==> config.mk <==
export PLATFORM = sky130hd
export DESIGN_NAME = next_pc_unit
export DESIGN_NICKNAME = d
export VERILOG_FILES = /design/src/rtl/next_pc_unit.sv
export SDC_FILE = /design/constraint.sdc
export NUM_CORES = 2
export LEC_CHECK = 0
export CAP_MARGIN = 40
export CORE_MARGIN = 3
export CORE_UTILIZATION = 40
export CTS_CLUSTER_SIZE = 20
export DETAILED_ROUTE_END_ITERATION = 10
export SLEW_MARGIN = 10
export SYNTH_ARGS = -nofsm -noshare
export SYNTH_HDL_FRONTEND = slang
export SYNTH_SLANG_ARGS = --single-unit
==> constraint.sdc <==
create_clock -name clk -period 85.5 [get_ports clk]
set_input_delay 12.825 -clock clk [delete_from_list [all_inputs] [get_ports clk]]
set_output_delay 12.825 -clock clk [all_outputs]
set_load 0.005 [all_outputs]
==> src/rtl/next_pc_unit.sv <==
// Fetch-stage next-PC selection with a direct-mapped BTB and 2-bit counters.
// EX resolution drives the redirect and the BTB update. Lookup is combinational on the current pc.
module next_pc_unit #(
    parameter int              XLEN         = 32,
    parameter logic [XLEN-1:0] RESET_VECTOR = 32'h0000_0000,
    parameter int              BTB_ENTRIES  = 16
) (
    input  logic            clk,
    input  logic            rst,
    input  logic            Stall,
    input  logic            ExValid,
    input  logic            BranchTaken,
    input  logic            Jump,
    input  logic [XLEN-1:0] pc_branch,
    input  logic [XLEN-1:0] pc_jump,
    input  logic [XLEN-1:0] ex_pc,
    input  logic            ex_pred_taken,
    input  logic [XLEN-1:0] ex_pred_target,
    output logic [XLEN-1:0] pc,
    output logic            pred_taken,
    output logic [XLEN-1:0] pred_target,
    output logic            Mispredict
);

    localparam int IDX  = $clog2(BTB_ENTRIES);
    localparam int TAGW = XLEN - IDX - 2;

    function automatic logic [1:0] ctr_inc(input logic [1:0] c);
        if (c == 2'b11) return 2'b11;
        else            return c + 2'b01;
    endfunction

    function automatic logic [1:0] ctr_dec(input logic [1:0] c);
        if (c == 2'b00) return 2'b00;
        else            return c - 2'b01;
    endfunction

    logic [XLEN-1:0] pc_r;
    logic            valid_r  [BTB_ENTRIES];
    logic [TAGW-1:0] tag_r    [BTB_ENTRIES];
    logic [XLEN-1:0] target_r [BTB_ENTRIES];
    logic [1:0]      ctr_r    [BTB_ENTRIES];

    logic [IDX-1:0]  rd_idx_s, wr_idx_s;
    logic [TAGW-1:0] rd_tag_s, wr_tag_s;
    logic            rd_hit_s, wr_hit_s;
    logic            actual_taken_s;
    logic [XLEN-1:0] actual_target_s, redirect_s, next_pc_s;
    logic            upd_en_s;
    logic [XLEN-1:0] upd_target_s;
    logic [1:0]      upd_ctr_s;

    assign pc       = pc_r;
    assign rd_idx_s = pc_r[IDX+1:2];
    assign rd_tag_s = pc_r[XLEN-1:IDX+2];
    assign wr_idx_s = ex_pc[IDX+1:2];
    assign wr_tag_s = ex_pc[XLEN-1:IDX+2];

    // BTB lookup for the current fetch pc (sees pre-update contents)
    always_comb begin
        rd_hit_s    = valid_r[rd_idx_s] && (tag_r[rd_idx_s] == rd_tag_s);
        pred_taken  = 1'b0;
        pred_target = '0;
        if (rd_hit_s) begin
            pred_taken  = ctr_r[rd_idx_s][1];
            pred_target = target_r[rd_idx_s];
        end else begin
            pred_taken  = 1'b0;
            pred_target = '0;
        end
    end

    // EX resolution: actual outcome, mispredict detection and redirect target
    always_comb begin
        actual_taken_s  = Jump | BranchTaken;
        actual_target_s = Jump ? pc_jump : pc_branch;
        Mispredict      = ExValid & ((actual_taken_s != ex_pred_taken) |
                                     (actual_taken_s & (actual_target_s != ex_pred_target)));
        if (actual_taken_s) begin
            redirect_s = actual_target_s;
        end else begin
            redirect_s = ex_pc + XLEN'(3'd4);
        end
    end

    // Next fetch pc priority: redirect, stall, prediction, sequential
    always_comb begin
        next_pc_s = pc_r + XLEN'(3'd4);
        if (Mispredict) begin
            next_pc_s = redirect_s;
        end else if (Stall) begin
            next_pc_s = pc_r;
        end else if (pred_taken) begin
            next_pc_s = pred_target;
        end else begin
            next_pc_s = pc_r + XLEN'(3'd4);
        end
    end

    // BTB write data: allocate on a taken miss, train counter on a hit
    always_comb begin
        wr_hit_s     = valid_r[wr_idx_s] && (tag_r[wr_idx_s] == wr_tag_s);
        upd_en_s     = 1'b0;
        upd_target_s = target_r[wr_idx_s];
        upd_ctr_s    = ctr_r[wr_idx_s];
        if (ExValid) begin
            if (wr_hit_s) begin
                upd_en_s = 1'b1;
                if (actual_taken_s) begin
                    upd_target_s = actual_target_s;
                    upd_ctr_s    = Jump ? 2'b11 : ctr_inc(ctr_r[wr_idx_s]);
                end else begin
                    upd_ctr_s    = ctr_dec(ctr_r[wr_idx_s]);
                end
            end else if (actual_taken_s) begin
                upd_en_s     = 1'b1;
                upd_target_s = actual_target_s;
                upd_ctr_s    = Jump ? 2'b11 : 2'b10;
            end else begin
                upd_en_s = 1'b0;
            end
        end else begin
            upd_en_s = 1'b0;
        end
    end

    // Fetch pc register
    always_ff @(posedge clk or posedge rst) begin
        if (rst) begin
            pc_r <= RESET_VECTOR;
        end else begin
            pc_r <= next_pc_s;
        end
    end

    // BTB storage; updates ignore Stall
    always_ff @(posedge clk or posedge rst) begin
        if (rst) begin
            for (int i = 0; i < BTB_ENTRIES; i++) begin
                valid_r[i]  <= 1'b0;
                tag_r[i]    <= '0;
                target_r[i] <= '0;
                ctr_r[i]    <= 2'b00;
            end
        end else if (upd_en_s) begin
            valid_r[wr_idx_s]  <= 1'b1;
            tag_r[wr_idx_s]    <= wr_tag_s;
            target_r[wr_idx_s] <= upd_target_s;
            ctr_r[wr_idx_s]    <= upd_ctr_s;
        end
    end

endmodule
# Yosys cells after proc, flatten, opt, wreduce, memory -nomap -nowiden
# Cells that the tools add are included.
[totals]
reg_bits = 1008
input_bits = 135
[classes]
add_sub_neg = 4
n_lt_le_gt_ge = 3
eq_ne = 6
muxes = 55
n_bitwise = 7
reduce_logical = 4
[op_table]
columns = ["operator", "n"]
rows = [
  ["bitwise mux 512 bit", 1],
  ["bitwise mux 416 bit", 1],
  ["2-to-1 mux 32 bit", 13],
  ["binary-select mux 32 bit (select 4 bit)", 2],
  ["binary-select mux 26 bit (select 4 bit)", 2],
  ["2-to-1 mux 26 bit", 5],
  ["demux 32 bit (select 4 bit)", 1],
  ["demux 26 bit (select 4 bit)", 1],
  ["adder 32 x 3 -> 32 bit (second input constant)", 2],
  ["equality test 26 bit", 2],
  ["bitwise mux 32 bit", 1],
  ["!= test 32 bit", 1],
  ["2-to-1 mux 2 bit", 12],
  ["binary-select mux 2 bit (select 4 bit)", 2],
  ["OR 16 bit", 1],
  [">= comparator 5 bit (second input constant)", 2],
  ["2-to-1 mux 1 bit", 10],
  ["inverter 4 -> 5 bit", 2],
  ["binary-select mux 1 bit (select 4 bit)", 2],
  ["demux 2 bit (select 4 bit)", 1],
  ["less-than comparator 5 x 1 -> 1 bit (second input constant)", 1],
  ["demux 1 bit (select 4 bit)", 1],
  ["logical AND 1 bit", 3],
  ["adder 2 x 1 -> 2 bit (second input constant)", 1],
  ["7 further kinds", 9],
]

# Depth between registers and ports, before layout
[depth]
word_depth = 11
mapped_depth = 18

# Worst setup path before layout
# OpenSTA, ideal clock, no wires.
[synth_path]
path_type = "input to output"
start = "in Jump"
end = "out Mispredict"
arrival_ns = 15.443
slack_ns = 57.232
cell_stages = 12
path_buffers = 5
path_cell_list = "clkbuf_1 clkbuf_1 mux2i_1 xnor2_1 nor4_1 nand4_1 nor4_1 or2_2 clkbuf_1 clkinv_1 clkbuf_1 clkbuf_1"
[synth_between]
elab_chain_cells = 5
word_cells_on_any_way = 7
cone_classes = "eq/ne (2); mux (1); bitwise (4)"
[synth_rtl]
columns = ["element", "line", "source"]
rows = [
  ["from (decl)", "13", "input logic Jump,"],
  ["2-to-1 mux 32 bit", "76", "actual_target_s = Jump ? pc_jump : pc_branch;"],
  ["!= test 32 bit", "78", "(actual_taken_s & (actual_target_s != ex_pred_target)));"],
  ["AND 1 bit", "78", ""],
  ["OR 1 bit (*)", "77", "Mispredict = ExValid & ((actual_taken_s != ex_pred_taken) |"],
  ["AND 1 bit (*)", "77", ""],
  ["to (decl)", "22", "output logic Mispredict"],
]
# Every way passes the cells marked *; elsewhere a longest branch is shown, timed or not.

# Final worst setup path
# Same ends and word-level chain as after synthesis.

==> implementation parameters <==
Parameter                              Value

Power and ir drop
  Leakage power total ... between 20 and 30 nW
  Peak VDD IR ... approximately 16 uV
  Sum of internal, switching and leakage power ... about 1.7 mW
  Power density cells ... around 25 mW/mm^2

Floorplan
  Initial Utilization ... about two fifths
  Horizontal extent of the die ... 383.7 um
  Total core area ... ~0.14 sq mm
  Number of rows created at floorplan ... between 100 and 150
  Ports ... around 200
  Die H ... 383.7 um
  DIE AREA ... ~0.15 sq mm

Synth
  Post-synthesis area per instance ... roughly 14 sq um
  Top FF cell, synth ... sky130_fd_sc_hd__dfrtp_1
  Number of storage elements in the synthesis netlist ... 1,008
  Synthesized net count ... approximately 4.2k
  Cell variety after synth ... between 70 and 80
  Number of enable-type register cells in the synthesized netlist ... 0
  Instance count of the mapped netlist ... roughly 4k
  Cell area after synthesis ... approximately 0.057 sq mm
  Ys async rst share ... 100.0%
  Yosys warning total ... 0
  Sequential cell area fraction in the yosys report ... between 40% and 50%

Critical path
  Worst-path cell with the longest stage delay ... sky130_fd_sc_hd__buf_4
  Element type at the critical path start ... input pin
  Most Frequent Cell on Critical Path ... sky130_fd_sc_hd__buf_4
  Series of cell instances along the critical path ... buf_4 -> buf_4 -> mux2i_1 -> buf_4 -> xnor2_1 -> nor4_2 -> buf_4 -> nand4b_1 -> nor4_1 -> or2_2 -> inv_2 -> clkdlybuf4s50_1
  Arrival time at the worst endpoint ... 16,400 ps
  CP Buf/Inv Count ... 6
  Maximum fanout along the worst path ... 33
  Crit Path Category ... input pin to output pin
  Gate family responsible for the most delay along the worst path ... buffers and inverters
  Data required time of the critical path ... 72,680 ps
  Critical path endpoint category ... output pin
  Delay contributed by the slowest stage of the critical path ... 540 ps

STA
  Worst relative slew slack ... between 20% and 30%
  Setup TNS Final ... 0 ps
  Final Hold Slack ... 493.0 ps
  Worst-case setup margin in the final layout ... roughly 56,000 ps
  Number of endpoints failing setup at the final stage ... 0
  Total count of max-transition violations in the final report ... 0
  Final period utilization ... around a third
  Timing-limited maximum frequency ... 0.03422 GHz
  RSZ-0062 raised after global routing ... no
  Layout Skew ... roughly 38 ps
  Pin slew with the least headroom to its limit ... 1081 ps
  Total count of hold-check failures in the final report ... 0
  Final critical path time including I/O delays and setup ... approximately 30,000 ps

Routing
  Routed wire length per instance ... 32.98 um
  Remaining number of nets flagged by the antenna check after routing ... 0
  DRT Pass-1 Iters ... 5
  Via-to-Cell Ratio ... 6.418
  DRC errors left ... 0
  Drt initial violations ... roughly 4.2k
  Via count ... 39.02k
  Total wirelength of the detailed-routed design ... about 200,000 um

Placed design
  Gpl congestion ... approximately 0.93
  Total of buffers placed on input and output ports ... 200
  Dpl cells ... 5,866
  Post-Place Worst Slack ... ~56,000 ps
  Post-placement cell area ... 0.06152 sq mm
  HPWL after detailed placement ... between 100,000 and 150,000 um

Layout
  Share of layout cells above drive strength 1 ... between 40 and 50%
  Growth of design area from synthesis to finish ... 14.39%
  Final instance area ... 0.06529 sq mm
  Cell Count, Final, Fillers Out ... between 6k and 7k
  Number of fill cells ... 12.46k
  Post-layout util ... between 40% and 50%
  NumNets Final ... 4,246

CTS
  CTS sink cnt ... between 1k and 1.5k
  Inserted Clock Buffers ... roughly 110
  Count of hold-fix buffers inserted at cts ... 0
  H-tree Lvls ... 3
  Insertion delay to the later sink of the worst-skew pair ... approximately 740 ps
  Number of buffers inserted to repair setup after CTS ... 0
  Root Buffer ... sky130_fd_sc_hd__clkbuf_16
  Buffer depth of the longest clock path ... 3
  CTS-repair resized insts ... 0
  Post-CTS clock slew at the launch and capture registers of the worst setup and hold paths ... 60 ps
  CTS tree ... done

Global routing
  Pin count of the biggest net entering global routing ... ~170
  Number of antenna violations at the first check in global routing ... 16
  Via count of the first global-routing pass ... approximately 40k
  Global route overflow ... 0
  GRT Util Overall ... between 20% and 30%
  First-pass GRT wire length ... slightly below 300,000 um

Min path
  Min-delay worst type ... flip-flop to flip-flop

Run
  Number of maximum-capacitance violations ... 0

Status
  Result of the run ... completed
==> synthesized netlist by cell type (4+ instances only) <==
master / count / area share [%]
sky130_fd_sc_hd__nor3b_1: 7 / 0.092
sky130_fd_sc_hd__or2_2: 6 / 0.066
sky130_fd_sc_hd__or3_1: 5 / 0.055
sky130_fd_sc_hd__o21a_1: 8 / 0.11
sky130_fd_sc_hd__or4_1: 4 / 0.053
sky130_fd_sc_hd__nand4b_1: 4 / 0.061
sky130_fd_sc_hd__nand2b_1: 28 / 0.31
sky130_fd_sc_hd__ha_1: 5 / 0.11
sky130_fd_sc_hd__mux2_1: 56 / 1.1
sky130_fd_sc_hd__nor2_1: 64 / 0.42
sky130_fd_sc_hd__clkbuf_1: 190 / 1.2
sky130_fd_sc_hd__o31ai_1: 5 / 0.066
sky130_fd_sc_hd__o2111ai_1: 4 / 0.061
sky130_fd_sc_hd__a22o_1: 15 / 0.23
sky130_fd_sc_hd__dfrtp_1: 1008 / 44
sky130_fd_sc_hd__a21oi_1: 47 / 0.41
sky130_fd_sc_hd__o211ai_1: 8 / 0.11
sky130_fd_sc_hd__nand3_4: 10 / 0.31
sky130_fd_sc_hd__nor4_1: 20 / 0.22
sky130_fd_sc_hd__o221ai_1: 16 / 0.25
sky130_fd_sc_hd__nor3_1: 41 / 0.36
sky130_fd_sc_hd__xnor2_1: 93 / 1.4
sky130_fd_sc_hd__nand4_1: 21 / 0.23
sky130_fd_sc_hd__buf_2: 154 / 1.4
sky130_fd_sc_hd__nand2_1: 125 / 0.82
sky130_fd_sc_hd__mux2i_1: 191 / 3.3
sky130_fd_sc_hd__nand3_1: 46 / 0.40
sky130_fd_sc_hd__mux2_2: 941 / 19
sky130_fd_sc_hd__a221o_1: 5 / 0.088
sky130_fd_sc_hd__and2_1: 12 / 0.13
sky130_fd_sc_hd__a221oi_1: 15 / 0.23
sky130_fd_sc_hd__a211oi_1: 10 / 0.13
sky130_fd_sc_hd__xor2_1: 18 / 0.28
sky130_fd_sc_hd__nor2b_1: 45 / 0.49
sky130_fd_sc_hd__inv_1: 32 / 0.21
sky130_fd_sc_hd__o311ai_0: 6 / 0.092
sky130_fd_sc_hd__and4_1: 4 / 0.061
sky130_fd_sc_hd__buf_1: 31 / 0.20
sky130_fd_sc_hd__buf_4: 19 / 0.25
sky130_fd_sc_hd__a31oi_1: 5 / 0.055
sky130_fd_sc_hd__o22ai_1: 25 / 0.27
sky130_fd_sc_hd__o21ai_0: 90 / 0.79
sky130_fd_sc_hd__mux4_2: 494 / 19
sky130_fd_sc_hd__and3_1: 15 / 0.16
sky130_fd_sc_hd__a22oi_1: 31 / 0.41
==> worst reg2reg max path, delay by kind of cell, from the launching register on <==
family,cells,cell delay [ps]
buf+inv,3,1990
mux,1,180
simple gates,5,2260
compound gates,4,1330
flops,1,690
==> worst paths after layout <==
| check | start | endpoint | slack [ps] | depth (start not counted) |
|---|---|---|---|---|
| setup / recovery | Jump | Mispredict | 56280 | 12 |
| hold / removal | valid_r[0]$_DFFE_PP0P_ | valid_r[0]$_DFFE_PP0P_ | 490 | 1 |
| setup reg to reg | pc[3]$_DFFE_PP0P_ | pc[23]$_DFFE_PP0P_ | 78940 | 13 |
| hold reg to reg | valid_r[0]$_DFFE_PP0P_ | valid_r[0]$_DFFE_PP0P_ | 490 | 1 |
| max in group asynchronous | rst | target_r[472]$_DFFE_PP0P_ | 70150 | 7 |
| min in group asynchronous | rst | target_r[486]$_DFFE_PP0P_ | 12530 | 2 |
==> sequential cells by signal (all words and copies together) (netlist names) <==
| signal | flops |
|---|---|
| ctr_r | 32 |
| tag_r | 416 |
| pc | 32 |
| target_r | 512 |
| valid_r | 16 |
==> cells in the final DEF, fill, tap and decap left out, types with 16 or more instances in the layout <==
master	netlist	layout
sky130_fd_sc_hd__dfrtp_1	1008	1004
sky130_fd_sc_hd__mux2_2	941	941
sky130_fd_sc_hd__mux4_2	494	494
sky130_fd_sc_hd__clkdlybuf4s50_1	0	195
sky130_fd_sc_hd__mux2i_1	191	191
sky130_fd_sc_hd__buf_4	19	134
sky130_fd_sc_hd__nand2_1	125	124
sky130_fd_sc_hd__clkbuf_16	0	115
sky130_fd_sc_hd__xnor2_1	93	93
sky130_fd_sc_hd__o21ai_0	90	74
sky130_fd_sc_hd__nor2_1	64	64
sky130_fd_sc_hd__mux2_1	56	56
sky130_fd_sc_hd__a21oi_1	47	47
sky130_fd_sc_hd__nor2b_1	45	45
sky130_fd_sc_hd__nor3_1	41	41
sky130_fd_sc_hd__nand3_1	46	40
sky130_fd_sc_hd__clkbuf_1	190	38
sky130_fd_sc_hd__inv_1	32	31
sky130_fd_sc_hd__a22oi_1	31	31
sky130_fd_sc_hd__nand2b_1	28	28
sky130_fd_sc_hd__o22ai_1	25	25
sky130_fd_sc_hd__clkbuf_8	0	23
sky130_fd_sc_hd__nand4_1	21	21
sky130_fd_sc_hd__nor4_1	20	19
sky130_fd_sc_hd__xor2_1	18	18
sky130_fd_sc_hd__buf_16	0	18
sky130_fd_sc_hd__clkinv_2	0	17
sky130_fd_sc_hd__o21ai_1	0	16
sky130_fd_sc_hd__o221ai_1	16	16
sky130_fd_sc_hd__nand3_4	10	16
==> area by class of cell <==
cell class | instances | area, sq um | share of cell area, %
multi-input cells | 2584 | 30070 | 46.06
flip-flops and latches | 1008 | 25240 | 38.66
repair buffers | 364 | 3749 | 5.741
clock buffers | 176 | 3337 | 5.111
well taps | 1876 | 2347 | 3.595
clock inverters | 30 | 390.4 | 0.5979
inverters | 35 | 141.4 | 0.2165
diodes | 7 | 17.52 | 0.02683
==> kinds of logic (layout without fill, tap and decap cells) <==
kind of cell / Yosys count / in the layout / synth area share [%]
flops: 1008 / 1008 / 44.19
fa+ha+maj: 6 / 6 / 0.1271
buf+inv: 431 / 605 / 3.323
mux: 1682 / 1682 / 42.51
xor+xnor: 111 / 111 / 1.703
simple gates: 467 / 467 / 4.413
compound gates: 318 / 318 / 3.729
other cells: 0 / 7 / 0
==> where the power goes <==
part           switching (mW)  leakage, nW  internal, mW
registers              0.0893         12.9         0.587
logic                   0.224         13.0         0.259
clock network           0.208         1.84         0.288
==> routing by layer <==
metal  GRT usage (%)  routed length [um]  share of wire [%]  vias to the layer above
met5               0                  66              0.033                        -
met1           38.06               84400                 42                    21106
li1                -                   -                  -                    15644
met3           9.166               21670                 11                      385
met2           39.81               87070                 43                     1878
met4           8.545                7310                3.6                       10
Note: power is estimated with default switching activity, not from simulation.
